[src/rtl/insn_fetch_unit.sv]
// Instruction fetch: PC plus a credit-checked FIFO feeding the decoder.
// Accept at N, response at N+1, insn_valid at N+2. A full FIFO plus the in-flight request stops issue.
module insn_fetch_unit #(
  parameter int                ADDR_W     = 10,
  parameter int                FIFO_DEPTH = 4,
  parameter logic [ADDR_W-1:0] RESET_PC   = '0
) (
  input  logic              clk,
  input  logic              reset,
  output logic              imem_req_valid,
  output logic [ADDR_W-1:0] imem_req_addr,
  input  logic              imem_req_ready,
  input  logic              imem_rsp_valid,
  input  logic [15:0]       imem_rsp_data,
  input  logic              redirect_valid,
  input  logic [ADDR_W-1:0] redirect_pc,
  output logic              insn_valid,
  output logic [15:0]       insn_data,
  output logic [ADDR_W-1:0] insn_pc,
  input  logic              insn_ready
);

  localparam int               PTR_W   = $clog2(FIFO_DEPTH);
  localparam int               CNT_W   = PTR_W + 1;
  localparam logic [CNT_W-1:0] DEPTH_C = CNT_W'(FIFO_DEPTH);

  logic [ADDR_W-1:0] r_pc;
  logic [ADDR_W-1:0] r_req_addr;
  logic              r_inflight;

  logic [15:0]       r_fifo_data [FIFO_DEPTH];
  logic [ADDR_W-1:0] r_fifo_pc   [FIFO_DEPTH];
  logic [PTR_W-1:0]  r_wr_ptr;
  logic [PTR_W-1:0]  r_rd_ptr;
  logic [CNT_W-1:0]  r_count;

  logic [CNT_W-1:0]  w_occupancy;
  logic              w_issue;
  logic              w_accept;
  logic              w_push;
  logic              w_pop;

  // The outstanding request owns a FIFO slot, so its response always fits.
  assign w_occupancy = r_count + CNT_W'(r_inflight);
  assign w_issue     = !reset && !redirect_valid && (w_occupancy < DEPTH_C);
  assign w_accept    = w_issue && imem_req_ready;

  // Only a response to a request accepted last cycle is kept; this also drops
  // anything that arrives just after reset or during a redirect.
  assign w_push      = imem_rsp_valid && r_inflight && !redirect_valid;
  assign w_pop       = insn_valid && insn_ready;

  assign imem_req_valid = w_issue;
  assign imem_req_addr  = r_pc;

  assign insn_valid = (r_count != '0);
  assign insn_data  = r_fifo_data[r_rd_ptr];
  assign insn_pc    = r_fifo_pc[r_rd_ptr];

  always_ff @(posedge clk) begin
    if (reset) begin
      r_pc       <= RESET_PC;
      r_req_addr <= '0;
      r_inflight <= 1'b0;
    end else begin
      r_inflight <= w_accept;
      if (w_accept) begin
        r_req_addr <= r_pc;
      end
      if (redirect_valid) begin
        r_pc <= redirect_pc;
      end else if (w_accept) begin
        r_pc <= r_pc + ADDR_W'(1);
      end
    end
  end

  always_ff @(posedge clk) begin
    if (reset) begin
      r_wr_ptr <= '0;
      r_rd_ptr <= '0;
      r_count  <= '0;
      for (int i = 0; i < FIFO_DEPTH; i++) begin
        r_fifo_data[i] <= '0;
        r_fifo_pc[i]   <= '0;
      end
    end else if (redirect_valid) begin
      r_wr_ptr <= '0;
      r_rd_ptr <= '0;
      r_count  <= '0;
    end else begin
      if (w_push) begin
        r_fifo_data[r_wr_ptr] <= imem_rsp_data;
        r_fifo_pc[r_wr_ptr]   <= r_req_addr;
        r_wr_ptr              <= r_wr_ptr + PTR_W'(1);
      end
      if (w_pop) begin
        r_rd_ptr <= r_rd_ptr + PTR_W'(1);
      end
      case ({w_push, w_pop})
        2'b10:   r_count <= r_count + CNT_W'(1);
        2'b01:   r_count <= r_count - CNT_W'(1);
        default: r_count <= r_count;
      endcase
    end
  end

  always_ff @(posedge clk) begin
    if (!reset && w_push) begin
      a_no_push_when_full: assert (r_count < DEPTH_C);
    end
  end

endmodule

[config.mk]
export PLATFORM = sky130hd
export DESIGN_NAME = insn_fetch_unit
export DESIGN_NICKNAME = d
export VERILOG_FILES = /design/src/rtl/insn_fetch_unit.sv
export SDC_FILE = /design/constraint.sdc
export NUM_CORES = 1
export LEC_CHECK = 0
export CORE_AREA = 2 2 118 109
export DETAILED_ROUTE_END_ITERATION = 10
export DIE_AREA = 0 0 120 111
export PLACE_DENSITY = 0.83
export SYNTH_ARGS = -nofsm -noshare
export SYNTH_HDL_FRONTEND = slang
export SYNTH_SLANG_ARGS = --single-unit
[constraint.sdc]
create_clock -name clk -period 6.2 [get_ports clk]
set_input_delay 1.55 -clock clk [delete_from_list [all_inputs] [get_ports clk]]
set_output_delay 1.55 -clock clk [all_outputs]
set_load 0.02 [all_outputs]
==> results of run 1 <==
area by class of cell:
class                           count  share of cell area
Clock inverter                     12              0.0184
Inverter                            8             0.00409
Sequential cell                   134               0.507
Multi-Input combinational cell    244               0.279
Timing Repair Buffer               79               0.104
Tap cell                          164              0.0279
Clock buffer                       20              0.0594
cells by family after synthesis:
kind of cell	count (synthesis)
AO/OA/AOI/OAI	26
XOR/XNOR	9
adder cells (fa/ha/maj)	3
buffers and inverters	33
flip-flops	134
multiplexers	39
AND/OR/NAND/NOR	167
worst max-delay path, stage by stage:
cell             delay (ns)
clkdlybuf4s50_1        0.65
or2_2                  0.50
nor2_1                 0.15
clkdlybuf4s50_1        0.61
worst paths after layout:
path / from / endpoint / cells past startpoint
max reg2reg: r_count[2]$_SDFFE_PP0P_ / r_count[2]$_SDFFE_PP0P_ / 7
min: imem_req_addr[7]$_SDFFE_PP0P_ / imem_req_addr[7]$_SDFFE_PP0P_ / 2
max: redirect_valid / imem_req_valid / 4
min reg2reg: imem_req_addr[7]$_SDFFE_PP0P_ / imem_req_addr[7]$_SDFFE_PP0P_ / 2
stage by stage:
step	std cells	setup WS (ns)	total power (µW)	util
finish	661	1.18	2090	0.600
detailed placement	629	1.21	1140	0.553
global route	661	1.11	2160	0.600
CTS	661	1.20	2110	0.600
floorplan	411	2.17	1080	-
global placement	629	1.24	1140	0.553
sequential cells by signal (all words and copies together) (netlist names), named ones only:
| signal | count |
|---|---|
| r_count | 3 |
| r_rd_ptr | 2 |
| r_inflight | 1 |
| imem_req_addr | 10 |
| r_wr_ptr | 2 |
| r_req_addr | 10 |
| r_fifo_data | 64 |
| r_fifo_pc | 40 |
cell usage in the layout, fill, tap and decap left out, drive strengths merged, types with 5 or more instances in the layout:
master,count
clkdlybuf4s50,69
buf,10
inv,8
nand2b,5
o311ai,5
clkinv,8
edfxtp,104
nand2,10
mux4,26
dfxtp,30
a31oi,6
xor2,6
and2,104
clkbuf,20
nor2,25
mux2i,13
per-layer routing:
metal,track usage,vias up
met2,0.323,136
li1,-,1660
met1,0.251,1785
met4,0.0659,0
met5,0,-
met3,0.0437,14
power breakdown:
group	switching (µW)	internal (µW)
Combinational	58.0	55.6
Sequential	14.9	994
Clock	348	623
Total	421	1670
==> results.sh, run 1 <==
export IMPL_fin_setup_tns_ns=0
export IMPL_synth_top_cell_by_area="edfxtp_1"
export IMPL_start_util=0.484
export IMPL_hold_viol=0
export IMPL_yosys_warnings=0
export IMPL_grt_usage=0.194
export IMPL_syn_area_mm2=0.00593
export IMPL_cp_end_kind="output port"
export IMPL_num_rows=39
export IMPL_rsz0062_at_grt="false"
export IMPL_p_leak_uw=0.00271
export IMPL_syn_inst=411
export IMPL_grt_pass1_vias=3804
export IMPL_seq_area_frac_synth=0.628
export IMPL_reg2reg_setup_slack_ns=4.15
export IMPL_grt_max_degree=33
export IMPL_power_density_mw_per_mm2=285
export IMPL_finalInstanceArea_mm2=0.00735
export IMPL_drt_met1_wl_um=4960
export IMPL_wl_met3_um=652
export IMPL_syn_area_per_cell_um2=14.4
export IMPL_drive_above_1_share=0.151
export IMPL_cts_resized=0
export IMPL_clk_path_buf_depth=2
export IMPL_fill_cells=933
export IMPL_grt_antenna_before_repair=0
export IMPL_syn_to_final_growth_pct=23.9
export IMPL_maxSlewHeadroom=0.342
export IMPL_route_detailed_drc=0
export IMPL_drv_slew=0
export IMPL_grt_ovfl_total=0
export IMPL_ant_nets=0
export IMPL_fin_hold_ws_ns=0.547
export IMPL_grt_first_pass_wirelength_um=19500
export IMPL_seqCellArea_mm2=0.00372
export IMPL_finClkSkew_ns=0.00822
export IMPL_path_max_fanout=12
export IMPL_synthXorXnorAreaFrac=0.0133
export IMPL_drt_vias_per_instance=5.44
export IMPL_cts_hold_buffers_added=0
export IMPL_critPathKind="input port to output port"
export IMPL_synth_compound_area_frac=0.0333
export IMPL_synth_common_cells="and2_1, edfxtp_1, dfxtp_1"
export IMPL_drt_iter0_drc=313
export IMPL_wl_um=11900
export IMPL_portBuffers=69
export IMPL_irDropWorstVdd_mv=0.207
export IMPL_min_period_ns=5.02
export IMPL_synth_seq_cells=134
export IMPL_synth_fp_nets=446
export IMPL_synthAdderAreaFrac=0.00759
export IMPL_dieWidth_um=120
export IMPL_tightest_slew_ns=0.987
export IMPL_num_io_pins=70
export IMPL_dr_total_vias=3595
export IMPL_drv_cap=0
export IMPL_coreArea_mm2=0.0122
export IMPL_nets=519
export IMPL_die_h_um=111
export IMPL_cts_tree="done"
export IMPL_dpl_cell_area_mm2=0.00678
export IMPL_multi_input_area_mm2=0.00205
export IMPL_synth_simple_area_share=0.169
export IMPL_insertion_delay_ns=0.41
export IMPL_synth_top_area_share=0.526
export IMPL_firstDrtPassIters=5
export IMPL_synth_edff_count=104
export IMPL_place_hpwl_um=7050
export IMPL_worstPathArrival_ns=3.47
export IMPL_setup_viol=0
export IMPL_max_freq_mhz=199
export IMPL_status="completed"
export IMPL_synth_area_mux_share=0.121
export IMPL_ys_types=48
export IMPL_root_buffer="clkbuf_16"
export IMPL_dieArea_mm2=0.0133
export IMPL_synth_ff_type="edfxtp_1"
export IMPL_synthTopCellsByArea="edfxtp_1, and2_1, dfxtp_1"
export IMPL_clock_sinks=134
export IMPL_htreeDepth=4
export IMPL_diodes=0
export IMPL_hold_path_class="flip-flop to flip-flop"
export IMPL_min_period_over_period=0.809
export IMPL_cts_buffers=17
export IMPL_cts_clk_slew_worst_paths_ns=0.05
export IMPL_required_ns=4.65
export IMPL_synth_top_family_by_area="simple AND/OR/NAND/NOR gates"
export IMPL_wl_per_cell_um=18.0
export IMPL_routed_wl_met2_um=6150
export IMPL_cts_setup_buffers=0
export IMPL_async_reset_ff_frac=0
export IMPL_topRoutingLayerUsed="met4"
export IMPL_place_congestion=0.880
export IMPL_crit_path_start_kind="input port"
Note: power is estimated with default switching activity, not from simulation.
==> run 2, diff against run 1 <==
--- a/config.mk
+++ b/config.mk
@@ -8,7 +8,7 @@
 export CORE_AREA = 2 2 118 109
 export DETAILED_ROUTE_END_ITERATION = 10
 export DIE_AREA = 0 0 120 111
-export PLACE_DENSITY = 0.83
+export PLACE_DENSITY = 0.85
 export SYNTH_ARGS = -nofsm -noshare
 export SYNTH_HDL_FRONTEND = slang
 export SYNTH_SLANG_ARGS = --single-unit
==> constraint.sdc (replaced) <==
create_clock -name clk -period 4.3 [get_ports clk]
set_input_delay 1.075 -clock clk [delete_from_list [all_inputs] [get_ports clk]]
set_output_delay 1.075 -clock clk [all_outputs]
set_load 0.02 [all_outputs]
==> run 2 against run 1 <==
Effect of this change: via count down 0.31%; total power rose by 42%; clock power rose by 38%; first-iteration DRC count fell by 17%; critical path type unchanged; global-route usage up 0.34 points; sequential power rose by 44%.
==> results.sh, run 2 (synthesis results as in run 1) <==
export IMPL_status="completed"
export IMPL_drt_vias_per_instance=5.41
export IMPL_finalCoreUtilization=0.600
export IMPL_dr_total_vias=3584
export IMPL_top_register="r_fifo_data"
export IMPL_worst_hold_path_endpoint="r_rd_ptr[1]$_SDFFE_PP0P_"
export IMPL_die_h_um=111
export IMPL_place_hpwl_um=7240
export IMPL_met3_usage=0.0705
export IMPL_num_rows=39
export IMPL_drt_iter0_drc=261
export IMPL_firstDrtPassIters=4
export IMPL_largest_reg_flops=64
export IMPL_finalInstanceArea_mm2=0.00735
export IMPL_start_util=0.484
export IMPL_min_from="r_rd_ptr[1]$_SDFFE_PP0P_"
export IMPL_cts_hold_buffers_added=0
export IMPL_min_period_over_period=0.870
export IMPL_htreeDepth=4
export IMPL_ant_nets=0
export IMPL_critPathKind="input port to output port"
export IMPL_dieArea_mm2=0.0133
export IMPL_cts_clk_slew_worst_paths_ns=0.05
export IMPL_rsz0062_at_grt="false"
export IMPL_p_leak_uw=0.00272
export IMPL_clock_sinks=134
export IMPL_grt_ovfl_total=0
export IMPL_grtUsageMet2=0.330
export IMPL_cts_buffers=17
export IMPL_wl_um=12100
export IMPL_min_path_cells=2
export IMPL_hold_viol=0
export IMPL_coreArea_mm2=0.0122
export IMPL_place_congestion=0.861
export IMPL_fin_setup_tns_ns=0
export IMPL_finClkSkew_ns=0.00724
export IMPL_crit_path_start_kind="input port"
export IMPL_reg2reg_setup_slack_ns=2.23
export IMPL_setup_viol=0
export IMPL_grt_first_pass_wirelength_um=19800
export IMPL_placed_cells=632
export IMPL_dieWidth_um=120
export IMPL_diodes=0
export IMPL_maxSlewHeadroom=0.472
export IMPL_fill_cells=894
export IMPL_reg2reg_to="r_count[2]$_SDFFE_PP0P_"
export IMPL_grt_pass1_vias=3910
export IMPL_hold_path_class="flip-flop to flip-flop"
export IMPL_drive_above_1_share=0.162
export IMPL_min_period_ns=3.74
export IMPL_cts_setup_buffers=0
export IMPL_drv_slew=0
export IMPL_max_freq_mhz=267
export IMPL_power_density_mw_per_mm2=404
export IMPL_nets=522
export IMPL_syn_to_final_growth_pct=23.9
export IMPL_num_io_pins=70
export IMPL_grt_antenna_before_repair=0
export IMPL_clk_path_buf_depth=2
export IMPL_r2r_start="r_count[2]$_SDFFE_PP0P_"
export IMPL_irDropWorstVdd_mv=0.251
export IMPL_portBuffers=69
export IMPL_root_buffer="clkbuf_16"
export IMPL_drv_cap=0
export IMPL_tightest_slew_ns=0.791
export IMPL_grt_usage=0.197
export IMPL_route_detailed_drc=0
export IMPL_dpl_cell_area_mm2=0.00680
export IMPL_cts_tree="done"
export IMPL_mostFrequentLayoutCells="and2_1, edfxtp_1, clkdlybuf4s50_1, dfxtp_1, mux4_2"
export IMPL_path_max_fanout=11
export IMPL_reg_largest_list="r_fifo_data x64, r_fifo_pc x40"
export IMPL_top_usage_layer="met2"
export IMPL_reg2reg_depth=7
export IMPL_cts_resized=0
export IMPL_insertion_delay_ns=0.41
export IMPL_wl_per_cell_um=18.3
export IMPL_required_ns=3.22
export IMPL_final_cells=663
export IMPL_grt_max_degree=32
export IMPL_worstPathArrival_ns=2.67
export IMPL_met1_usage=0.244
export IMPL_cp_end_kind="output port"
## run 2: changes by cell type in the layout (fill, tap and decap cells not counted), sizes merged
| cell | before | now |
|---|---|---|
| buf | 10 | 13 |
| bufinv | 3 | 2 |
## run 2: worst max path at each step
stage	start	end	slack (ns)	depth (start not counted)
after floorplan	redirect_valid	r_fifo_data[1][0]$_SDFFCE_PN0P_	1.14	4
after global placement	redirect_valid	imem_req_valid	0.59	4
after detailed placement	redirect_valid	imem_req_valid	0.55	4
after CTS	redirect_valid	imem_req_valid	0.54	4
after global routing	redirect_valid	imem_req_valid	0.46	4
final	redirect_valid	imem_req_valid	0.56	4
## run 2: final cells by class
cell class / instances / area [µm²] / area share
clock buffer: 20 / 437 / 0.0594
clock inverter: 11 / 110 / 0.0150
inverter: 8 / 30.0 / 0.00409
multi-input combinational: 244 / 2050 / 0.279
sequential: 134 / 3720 / 0.507
tap: 164 / 205 / 0.0279
timing repair buffer: 82 / 788 / 0.107
## run 2: power breakdown
part	total (µW)	switching (µW)	internal, µW
logic	166	85.3	80.9
clock network	1340	505	840
registers	1450	21.3	1430
total	2970	611	2350
## run 2: metal layers
metal  vias up  wire length, µm
met5         -                0
met4         0              156
met3        15              686
met2       121             6250
met1      1784             5010
li1       1664                -
## run 2: through the flow
step / power (µW) / hold WS (ns) / setup slack (ns)
floorplan: 1550 / 0.485 / 1.14
global placement: 1640 / 0.509 / 0.590
detailed placement: 1650 / 0.516 / 0.553
CTS: 2980 / 0.528 / 0.538
global route: 3060 / 0.562 / 0.463
finish: 2970 / 0.533 / 0.557
## run 2: critical path: stages
cell and delay, ns:
clkdlybuf4s50_1 0.41, or2_2 0.40, nor2_1 0.15, clkdlybuf4s50_1 0.62
